$ cat config.mk
export PLATFORM = sky130hd
export DESIGN_NAME = vga_mem_arbiter
export DESIGN_NICKNAME = d
export VERILOG_FILES = /design/src/rtl/vga_mem_arbiter.sv
export SDC_FILE = /design/constraint.sdc
export NUM_CORES = 1
export LEC_CHECK = 0
export ABC_AREA = 1
export CORE_MARGIN = 5
export CORE_UTILIZATION = 36
export CTS_CLUSTER_SIZE = 30
export DETAILED_ROUTE_END_ITERATION = 8
export HOLD_SLACK_MARGIN = 0.15
export PLACE_DENSITY = 0.77
export SLEW_MARGIN = 20
export SYNTH_ARGS = -nofsm -noshare
export SYNTH_HDL_FRONTEND = slang
export SYNTH_SLANG_ARGS = --single-unit
export TNS_END_PERCENT = 30
$ cat constraint.sdc
create_clock -name clk -period 1.75 [get_ports clk]
set_input_delay 0.525 -clock clk [delete_from_list [all_inputs] [get_ports clk]]
set_output_delay 0.525 -clock clk [all_outputs]
set_load 0.02 [all_outputs]
$ cat src/rtl/vga_mem_arbiter.sv
// vga_mem_arbiter
//   Single-port text/glyph memory arbiter and fetch sequencer for the VGA text
//   pipeline. Each 8-pixel cell runs a fixed slot schedule. When the cell needs
//   a video fetch (fe_q), phases 0..3 fetch the next cell's character word and
//   glyph row, and the CPU may issue only in phases 4 and 6. Otherwise the CPU
//   may issue in any phase.
//
// Ports
//   clk, rst_n        pixel clock; asynchronous active-low reset
//   pixel_counter     pixel column; phase = pixel_counter[2:0]
//   vid_fetch_en      next cell needs a fetch (captured at the end of phase 7)
//   vid_char_addr     character-word address (phase 0)
//   vid_glyph_addr    glyph-row address (phase 2)
//   glyph_code        character code of the cell being fetched
//   cell_attr         attribute of the displayed cell
//   cell_glyph_bits   glyph row of the displayed cell
//   mem_addr/we/wdata combinational memory request
//   mem_rdata         synchronous read data (one cycle after the address)
//   cpu_req/we/addr/wdata  CPU request, held stable until cpu_ack
//   cpu_ack           one-cycle completion pulse
//   cpu_rdata         read data, valid in the ack cycle and held afterwards
module vga_mem_arbiter (
    input  logic        clk,
    input  logic        rst_n,
    input  logic [9:0]  pixel_counter,
    input  logic        vid_fetch_en,
    input  logic [15:0] vid_char_addr,
    input  logic [15:0] vid_glyph_addr,
    output logic [7:0]  glyph_code,
    output logic [7:0]  cell_attr,
    output logic [15:0] cell_glyph_bits,
    output logic [15:0] mem_addr,
    output logic        mem_we,
    output logic [15:0] mem_wdata,
    input  logic [15:0] mem_rdata,
    input  logic        cpu_req,
    input  logic        cpu_we,
    input  logic [15:0] cpu_addr,
    input  logic [15:0] cpu_wdata,
    output logic        cpu_ack,
    output logic [15:0] cpu_rdata
);

    localparam logic [0:0] ST_IDLE = 1'b0;
    localparam logic [0:0] ST_BUSY = 1'b1;

    logic [0:0]  state;
    logic        fe_q;
    logic        we_q;
    logic [2:0]  phase;
    logic [7:0]  attr_next;
    logic [15:0] bits_next;
    logic [15:0] rdata_q;
    logic        vid_char_slot;
    logic        vid_glyph_slot;
    logic        cpu_slot;
    logic        issue;
    logic        unused_pixel_hi;

    assign unused_pixel_hi = ^pixel_counter[9:3];

    always_comb begin
        phase          = pixel_counter[2:0];
        vid_char_slot  = fe_q && (phase == 3'd0);
        vid_glyph_slot = fe_q && (phase == 3'd2);
        cpu_slot       = !fe_q || (phase == 3'd4) || (phase == 3'd6);
        // rst_n in the issue term keeps mem_we low combinationally during reset;
        // being in IDLE already guarantees no issue in an ack cycle.
        issue          = rst_n && (state == ST_IDLE) && cpu_req && cpu_slot;
    end

    always_comb begin
        mem_addr  = '0;
        mem_we    = 1'b0;
        mem_wdata = '0;
        if (vid_char_slot) begin
            mem_addr = vid_char_addr;
        end else if (vid_glyph_slot) begin
            mem_addr = vid_glyph_addr;
        end else if (issue) begin
            mem_addr  = cpu_addr;
            mem_we    = cpu_we;
            mem_wdata = cpu_wdata;
        end
    end

    // Read data arrives in the ack cycle, so it is passed straight through
    // there and held from the register afterwards.
    always_comb begin
        cpu_ack   = (state == ST_BUSY);
        cpu_rdata = (cpu_ack && !we_q) ? mem_rdata : rdata_q;
    end

    always_ff @(posedge clk or negedge rst_n) begin
        if (!rst_n) begin
            state   <= ST_IDLE;
            we_q    <= 1'b0;
            rdata_q <= '0;
        end else begin
            case (state)
                ST_IDLE: begin
                    if (issue) begin
                        state <= ST_BUSY;
                        we_q  <= cpu_we;
                    end
                end
                default: begin
                    if (!we_q) begin
                        rdata_q <= mem_rdata;
                    end
                    state <= ST_IDLE;
                end
            endcase
        end
    end

    always_ff @(posedge clk or negedge rst_n) begin
        if (!rst_n) begin
            fe_q            <= 1'b0;
            glyph_code      <= '0;
            attr_next       <= '0;
            bits_next       <= '0;
            cell_attr       <= '0;
            cell_glyph_bits <= '0;
        end else begin
            if (fe_q && (phase == 3'd1)) begin
                glyph_code <= mem_rdata[15:8];
                attr_next  <= mem_rdata[7:0];
            end
            if (fe_q && (phase == 3'd3)) begin
                bits_next <= mem_rdata;
            end
            // Commit is unconditional: without a fetch the staged values are
            // unchanged, which re-presents the previous cell.
            if (phase == 3'd7) begin
                fe_q            <= vid_fetch_en;
                cell_attr       <= attr_next;
                cell_glyph_bits <= bits_next;
            end
        end
    end

endmodule

---- After elaboration in Yosys (flattened, before gate mapping) ----
Cells that the tools add are included.
W data, S select, Z words.
word-level totals
  bits of input ports ..................... 95
  word-level logic and storage cells ...... 44
  output and inout bits ................... 82
  flip-flop bits (word level) ............. 75
cells by class
  bitwise logic cells ..................... 2
  multiplexer cells ....................... 12
  equal/unequal tests ..................... 6
  reductions and logical operators ........ 15
operators by type and width
  cell                  number
  $mux W16              7
  $eq A3 B3 Y1 const B  3
  $logic_and A1 B1 Y1   8
  $eq A3 B2 Y1 const B  2
  $mux W1               5
  $reduce_and A2 Y1     2
  $eq A3 B1 Y1 const B  1
  $logic_not A3 Y1      1
  $logic_not A1 Y1      2
  $logic_or A1 B1 Y1    2
  $not A1 Y1            2

---- Logic depth before layout (Yosys ltp) ----
Gate-level depths: netlist of run 1.
  word-level depth ........................ 7
  gate-level depth with buffers ........... 7
  mapped depth without buffers ............ 6

---- Least setup slack after synthesis of run 1 ----
Ideal clock, no wire load.
  path type ............................... input to output
  from .................................... input rst_n
  to ...................................... output mem_addr[0]
  buffers on the path ..................... 1
  stages .................................. 5
  data arrival time ....................... 1337 ps
  required time ........................... 1225 ps
  path slack .............................. -112 ps
  cell sequence ........................... nand2_1 nor2_2 buf_2 nand3_1 nand3_1
on the way
  longest elaborated chain between the ends .. 6
RTL lines
  item                              RTL line  text
  start: declaration                24        input logic rst_n,
  $logic_and A1 B1 Y1 (3 in a row)  69        issue = rst_n && (state == ST_IDLE) && cpu_req && cpu_slot;
  $mux W16                          80        end else if (issue) begin
  $mux W16                          78        end else if (vid_glyph_slot) begin
  $mux W16                          76        if (vid_char_slot) begin
  end: declaration                  32        output logic [15:0] mem_addr,
Every way passes these cells.

---- Final worst setup path of run 1 ----
  from .................................... register state, in the netlist cpu_ack
  to ...................................... output mem_wdata[1]
on the way
  longest elaborated chain between the ends .. 7
RTL lines
  item                              RTL line  text
  start: declaration                47        logic [0:0] state;
  start signal: assignment          96        state <= ST_IDLE;
  start signal: assignment          103       state <= ST_BUSY;
  start signal: assignment          111       state <= ST_IDLE;
  $not A1 Y1                        n/a
  $logic_and A1 B1 Y1 (3 in a row)  69
  $mux W16                          80
  $mux W16                          78
  $mux W16                          76
  end: declaration                  34        output logic [15:0] mem_wdata,
Every way passes these cells.

==> out/qor.log, run 1 <==
[run_status] result of the run complete, but fails checks
[run_status] violations in the final reports setup timing
[clock_network] buffer cell driving the clock tree root clkbuf_8
[synth] sequential-to-total area share from yosys stat 54.59%
[final_layout] number of cells in the finished layout apart from fillers 759
[die] area of the die 0.01161 mm²
[global_routing] initial antenna violation count 0
[routing] Routed WL 12,900 µm
[clock_network] post-CTS clock slew at the launch and capture registers of the worst setup and hold paths 80 ps
[synth] mean instance size in the synthesized netlist 8.427 µm²
[routing] drc violations 0
[placement] HPWL after detailed placement 8819 µm
[die] cell row count 35
[clock_network] number of sinks on the clock net 75
[placement] number of placed cells counting well taps 724
[timing] count of final hold-check violations 0
[final_layout] number of inserted diodes 0
[pwr] switching power as a share of total power 37.08%
[clock_network] CTS tree done
[clock_network] Clock Latency Late Sink 340 ps
[pwr] Leak Pwr 3.191 nW
[pwr] Seq pwr share 40.3%
[routing] via count normalized by instance count 4.982
[final_layout] share of post-route cells with drive strength above 1 31.90%
[global_routing] global route total overflow 0
[timing] Final WS setup -324.3 ps
[setup_path] kind of start point of the critical path flop
[setup_path] arrival time at the worst endpoint 1550 ps
[setup_path] endpoint type of the worst setup path output port
[setup_path] Slowest-stage cell, CP dfrtp_1
[synth] Post-Synthesis Cell Area 0.003438 mm²
[final_layout] area of the multi-input gates 0.001607 mm²
[final_layout] Final nets 720
[die] count of boundary I/O pins 177
[setup_path] cell repeated most along the worst path buf_6
[timing] unrepaired setup endpoints after global routing true
[global_routing] maximum number of pins on one net before global-route repair 76
[timing] Highest Clock Rate 482.1 MHz
[clock_network] number of levels the H-tree was split into 3
[setup_path] delay of the slowest critical-path stage 400 ps
[min_path] Hold WC Path Type primary input to async pin
[final_layout] most frequent standard cell in the layout excluding fill and tap cells nand2_1
[setup_path] top fanout value on the critical path 9
[synth] number of synthesized register bits 75
[pwr] combinational cell fraction of total power 40.3%
[timing] number of slew-limit violations in the final report 0
[final_layout] signed area change from the synthesized netlist to the final layout 80.46%
[routing] DRT iter0 DRCs 293
[final_layout] commonest non-fill, non-tap cells in the layout nand2_1, clkdlybuf4s50_1, dfrtp_1
[routing] Initial DRT Pass Iterations 4
[synth] number of library cell types mapped by synthesis 19
[routing] count of antenna-violating nets left after detailed routing 0
[clock_network] number of buffers created by CTS 9
[clock_network] number of buffers on the longest clock path 2
[die] x dimension of the die 107.7 µm
[die] effective utilization at floorplan 37.04%
[placement] weighted congestion at the end of routability-driven global placement 0.9025
[final_layout] fill cell instance count of the final layout 755
[global_routing] global-route wire length before repair 19,850 µm
[setup_path] worst setup path class flop to output port
[timing] worst-case clock skew 6.724 ps
[timing] Worst Max-Slew Pin Slew 903.5 ps
[placement] Port Buffer Count 169
[pwr] Max rail drop VDD 812.0 µV
[synth] post-synthesis net count 503
[die] area inside the core boundary 0.009284 mm²
[die] y dimension of the die 107.7 µm
[synth] post-synthesis instance total 408
[timing] final critical-path share of the clock period 118.5%
[setup_path] ordered list of cells on the worst path buf_6 > nor2_4 > buf_6 > nand2_8 > nor2_2 > buf_6
[timing] final number of setup-violating endpoints 49
[pwr] Pwr per Cell Area 1013 mW/mm²
[global_routing] number of global-route vias before repair 3,821
[setup_path] slack of the worst reg-to-reg path 310 ps
[pwr] switching pwr 2.330 mW
[pwr] total power draw 6.285 mW
[routing] vias after detailed routing 3,781
[pwr] clock network fraction of design power 19.4%
[pwr] Internal Pwr Total 3.955 mW
[timing] Period minus WS final 2074 ps
[routing] routed wire length per instance 17.00 µm
[global_routing] global-route usage over all layers 21.87%
[final_layout] sequential cell area in the final layout 0.001877 mm²
[run] count of maximum capacitance violations 0
[timing] Relative slew margins 39.76%
[synth] yosys warns 0
[setup_path] data required time of the critical path 1220 ps
==> repair_timing <==
| action | CTS | global route |
|---|---|---|
| setup endpoints to repair | 82 | 49 |
| pin swaps | 18 | 4 |
| buffers inserted | 15 | 0 |
| gates cloned | 5 | 0 |
| gates resized for setup | 420 | 23 |
| hold buffers | 0 | 0 |
==> kinds of logic (layout without fill, tap and decap cells) <==
family | after synthesis | count (layout) | synth area share [%]
compound gates | 48 | 48 | 6.987
buf+inv | 65 | 285 | 8.297
flops | 75 | 75 | 54.59
simple gates | 220 | 222 | 30.13
==> path summary, 6_finish.rpt <==
check	start	end	cells past startpoint
worst max-delay path	cpu_ack$_DFF_PN0_	mem_wdata[1]	6
worst min-delay path	rst_n	rdata_q[15]$_DFFE_PN0P_	2
worst max register to register	fe_q$_DFFE_PN0N_	glyph_code[1]$_DFFE_PN0P_	8
worst min register to register	cell_attr[0]$_DFFE_PN0N_	cell_attr[0]$_DFFE_PN0N_	2
min in group clk	cell_attr[0]$_DFFE_PN0N_	cell_attr[0]$_DFFE_PN0N_	2
max in group asynchronous	rst_n	rdata_q[14]$_DFFE_PN0P_	2
==> cell type report <==
cell class / count / share of cell area (%)
flip-flops and latches: 75 / 30.25
clock buffers: 10 / 2.218
well taps: 129 / 2.601
repair buffers: 229 / 35.85
inverters: 40 / 2.420
clock inverters: 6 / 0.7663
multi-input cells: 270 / 25.89
==> through the flow <==
| step | utilization [%] | worst slack, ps | TNS (ps) | hold slack, ps | instance area (µm²) |
|---|---|---|---|---|---|
| 6_report | 66.83 | -324.3 | -12230 | 431.5 | 6205 |
| 3_5_place_dp | 59.64 | -1040 | -56510 | 458.5 | 5537 |
| 4_1_cts | 66.21 | -323.2 | -12340 | 470.1 | 6147 |
| 3_3_place_gp | 59.64 | -955.2 | -53100 | 456.4 | 5537 |
| 2_1_floorplan | - | -111.6 | -3626 | 229.4 | 3438 |
| 5_1_grt | 66.83 | -386.5 | -15260 | 500.4 | 6205 |
==> state kept, by name, summed over array words and instances (netlist names) <==
signal           flops
attr_next            8
bits_next           16
cell_attr            8
cell_glyph_bits     16
cpu_ack              1
fe_q                 1
glyph_code           8
rdata_q             16
we_q                 1
==> power groups by stage <==
stage          combinational, mW  clock (mW)  sequential, mW
6_report                    2.53        1.22            2.53
5_1_grt                     2.73        1.34            2.60
4_1_cts                     2.49        1.25            2.54
3_5_place_dp                2.48           0            2.57
3_3_place_gp                2.43           0            2.55
2_1_floorplan              0.883           0            2.79
==> cells in the mapped netlist, drive strengths merged <==
cell	n	share of area (%)
nor2	21	3.5
clkbuf	4	0.44
nand3	74	11
inv	40	4.4
buf	21	3.5
dfrtp	75	55
nand4	16	2.9
o21ai	48	7.0
nand2	109	13
==> routing by layer <==
layer  part of all wire, %  GRT usage (%)  vias to the layer above
met5                     0              0                        -
met4                   3.7          10.10                        0
met3                   9.5          6.599                       35
met2                    49          37.12                      190
met1                    37          25.22                     1775
li1                      -              -                     1781
==> worst max-delay path: cells and delay by family (launching register included) <==
| family | cells | cell delay (ps) |
|---|---|---|
| AND/OR/NAND/NOR | 3 | 380 |
| flip-flops | 1 | 400 |
| buffers and inverters | 3 | 420 |
(Power assumes the default switching activity.)
==> run 2: changes to the inputs <==
--- a/config.mk
+++ b/config.mk
@@ -7,11 +7,11 @@
 export LEC_CHECK = 0
 export ABC_AREA = 1
 export CORE_MARGIN = 5
-export CORE_UTILIZATION = 36
+export CORE_UTILIZATION = 40
 export CTS_CLUSTER_SIZE = 30
 export DETAILED_ROUTE_END_ITERATION = 8
 export HOLD_SLACK_MARGIN = 0.15
-export PLACE_DENSITY = 0.77
+export PLACE_DENSITY = 0.81
 export SLEW_MARGIN = 20
 export SYNTH_ARGS = -nofsm -noshare
 export SYNTH_HDL_FRONTEND = slang
==> constraint.sdc (replaced) <==
create_clock -name clk -period 2.2 [get_ports clk]
set_input_delay 0.66 -clock clk [delete_from_list [all_inputs] [get_ports clk]]
set_output_delay 0.66 -clock clk [all_outputs]
set_load 0.02 [all_outputs]
==> run 2 against run 1 <==
The flow still finishes with violations (setup timing). Non-clock buffer count shrank 1. Die area is 9.1% lower. Final cell count fell by 3.0%. Combinational power shrank 13%. Largest power group is now combinational logic.
==> out/qor.log, run 2 (same netlist as run 1, synthesis figures left out) <==
[run_status] result of the run complete, but fails checks
[run_status] violations in the final reports setup timing
[die] count of boundary I/O pins 177 [unchanged]
[routing] routed wire length per instance 19.27 µm [+13%]
[final_layout] number of cells in the finished layout apart from fillers 736 [-3.0%]
[setup_path] data required time of the critical path 1540 ps [+320 ps]
[routing] Initial DRT Pass Iterations 5 [+1]
[pwr] Seq pwr share 38.6% [-1.7 points]
[routing] vias after detailed routing 3,859 [+2.1%]
[setup_path] delay of the slowest critical-path stage 160 ps [-240 ps]
[final_layout] number of inserted diodes 0 [unchanged]
[setup_path] largest delay contributor family on the critical path buffers and inverters
[clock_network] CTS Hold Buffers Added 0 [unchanged]
[routing] Routed WL 14,180 µm [+9.9%]
[final_layout] design area 0.006349 mm² [+2.3%]
[die] area of the die 0.01055 mm² [-9.1%]
[clock_network] number of sinks on the clock net 75 [unchanged]
[min_path] Hold WC Path Type primary input to async pin
[routing] drc violations 0 [unchanged]
[clock_network] CTS tree done
[placement] instance area at placement 0.005524 mm² [-0.23%]
[final_layout] Final nets 721 [+0.14%]
[final_layout] fill cell instance count of the final layout 536 [-29%]
[placement] Port Buffer Count 169 [unchanged]
[final_layout] leading registers by flop count bits_next: 16 flops, cell_glyph_bits: 16 flops, rdata_q: 16 flops
[setup_path] ordered list of cells on the worst path buf_4 > buf_6 > nor2_8 > buf_4 > nand3_1 > nand3_2 > buf_6
[die] area inside the core boundary 0.008299 mm² [-11%]
[final_layout] signed area change from the synthesized netlist to the final layout 84.64%
[pwr] switching power as a share of total power 35.49% [-1.6 points]
[clock_network] number of levels the H-tree was split into 3 [unchanged]
[pwr] Pwr per Cell Area 829.3 mW/mm² [-18%]
[die] effective utilization at floorplan 41.43% [+4.4 points]
[timing] Highest Clock Rate 444.3 MHz
[setup_path] buffer and inverter count on the worst path 4 [+1]
[timing] final-layout worst hold slack 323.3 ps [-108.2 ps]
[pwr] Max rail drop VDD 778.5 µV [-4.1%]
[placement] HPWL after detailed placement 8629 µm [-2.2%]
[die] x dimension of the die 102.7 µm [-4.7%]
[timing] Period minus WS final 2251 ps
[run] count of maximum capacitance violations 0 [unchanged]
[timing] Final WS setup -50.67 ps [+273.7 ps]
[clock_network] buffer cell driving the clock tree root clkbuf_8
[routing] count of antenna-violating nets left after detailed routing 0 [unchanged]
[final_layout] fraction of the core area covered by cells at the end of the flow 76.50% [+9.7 points]
[timing] unrepaired setup endpoints after global routing true
[final_layout] commonest non-fill, non-tap cells in the layout clkdlybuf4s50_1, nand2_1, dfrtp_1
[final_layout] share of post-route cells with drive strength above 1 33.28% [+1.4 points]
[clock_network] Clock Latency Late Sink 340 ps [about the same]
[global_routing] maximum number of pins on one net before global-route repair 50 [-34%]
[placement] number of placed cells counting well taps 697 [-3.7%]
[timing] Relative slew margins 60.29% [+21 points]
[global_routing] number of global-route vias before repair 3,797 [-0.63%]
[global_routing] global-route usage over all layers 24.37% [+2.5 points]
[setup_path] kind of start point of the critical path primary input
[placement] weighted congestion at the end of routability-driven global placement 0.7913 [-12%]
[setup_path] Slowest-stage cell, CP nor2_8
[clock_network] number of buffers created by CTS 9 [unchanged]
[clock_network] number of buffers on the longest clock path 2 [unchanged]
[pwr] Leak Pwr 3.123 nW [-2.1%]
[routing] via count normalized by instance count 5.243 [+5.3%]
[timing] worst-case clock skew 5.343 ps [-1.381 ps]
[setup_path] arrival time at the worst endpoint 1590 ps [+40 ps]
[pwr] combinational cell fraction of total power 41.9% [+1.6 points]
[timing] count of final hold-check violations 0 [unchanged]
[pwr] switching pwr 1.868 mW [-20%]
[timing] final critical-path share of the clock period 102.3%
[routing] DRT iter0 DRCs 318 [+8.5%]
[final_layout] most frequent standard cell in the layout excluding fill and tap cells clkdlybuf4s50_1
[timing] final number of setup-violating endpoints 12 [-76%]
[die] cell row count 33 [-5.7%]
[setup_path] endpoint type of the worst setup path output port
[clock_network] post-CTS clock slew at the launch and capture registers of the worst setup and hold paths 80 ps [about the same]
[global_routing] global-route wire length before repair 19,840 µm [about the same]
[setup_path] top fanout value on the critical path 6 [-3]
[global_routing] global route total overflow 0 [unchanged]
[setup_path] worst setup path class primary input to output port
[global_routing] initial antenna violation count 0 [unchanged]
[timing] Worst Max-Slew Pin Slew 595.7 ps [-307.9 ps]
[pwr] clock network fraction of design power 19.5% [about the same]
[die] y dimension of the die 102.7 µm [-4.7%]
[timing] number of slew-limit violations in the final report 0 [unchanged]
[pwr] Internal Pwr Total 3.396 mW [-14%]
[run 2: cell types whose count changed in the layout (fill, tap and decap cells not counted), moves of 3 or more]
cell,before,now
buf_12,5,8
buf_4,51,57
buf_6,53,43
clkdlybuf4s50_1,82,114
dlygate4sd2_1,34,0
nand3_1,43,37
nand3_2,29,33
[run 2: final timing paths]
| check | slack, ps | depth (start not counted) | end | from |
|---|---|---|---|---|
| worst max-delay path | -50 | 7 | mem_addr[14] | pixel_counter[2] |
| worst min-delay path | 320 | 2 | bits_next[8]$_DFFE_PN0P_ | rst_n |
| worst max register to register | 650 | 10 | bits_next[1]$_DFFE_PN0P_ | fe_q$_DFFE_PN0N_ |
| worst min register to register | 470 | 2 | cell_glyph_bits[15]$_DFFE_PN0N_ | cell_glyph_bits[15]$_DFFE_PN0N_ |
| max in group asynchronous | 960 | 3 | cell_attr[5]$_DFFE_PN0N_ | rst_n |
| min in group clk | 470 | 2 | cell_glyph_bits[15]$_DFFE_PN0N_ | cell_glyph_bits[15]$_DFFE_PN0N_ |
[run 2: layer usage]
layer / up-vias / global-route usage [%] / routed length [µm] / part of all wire [%]
met1: 1821 / 28.06 / 5005 / 35
li1: 1785 / - / - / -
met5: - / 0 / 0 / 0
met2: 205 / 42.40 / 7111 / 50
met3: 48 / 7.104 / 1528 / 11
met4: 0 / 9.990 / 537 / 3.8
[run 2: metrics by stage]
stage                     setup TNS, ps  total power, mW  setup WS [ps]
final                            -249.4            5.265         -50.67
after global routing              -1047            5.565         -99.39
after CTS                        -285.2            5.124         -238.1
after detailed placement         -38120            4.026         -912.1
after global placement           -35090            3.984         -839.1
after floorplan                       0            2.922          68.40
[run 2: area by class of cell]
type,instances,area (µm²),share of cell area (%)
timing repair buffer,228,2291,36.09
clock inverter,5,52.55,0.8277
clock buffer,11,141.4,2.227
inverter,40,152.6,2.404
multi-input combinational,272,1703,26.82
sequential,75,1877,29.56
tap,105,131.4,2.069
[run 2: power by group through the flow]
stage | clock network, mW | registers, mW | logic [mW]
floorplan | 0 | 2.22 | 0.703
global placement | 0 | 2.04 | 1.95
detailed placement | 0 | 2.05 | 1.97
CTS | 1.05 | 2.03 | 2.04
global route | 1.11 | 2.08 | 2.37
finish | 1.03 | 2.03 | 2.21
[run 2: repair_timing]
item / in CTS / in global routing
resized for setup: 367 / 63
endpoints found under the setup margin: 49 / 49
pin swaps: 11 / 24
setup buffers: 13 / 5
gates cloned: 5 / 3
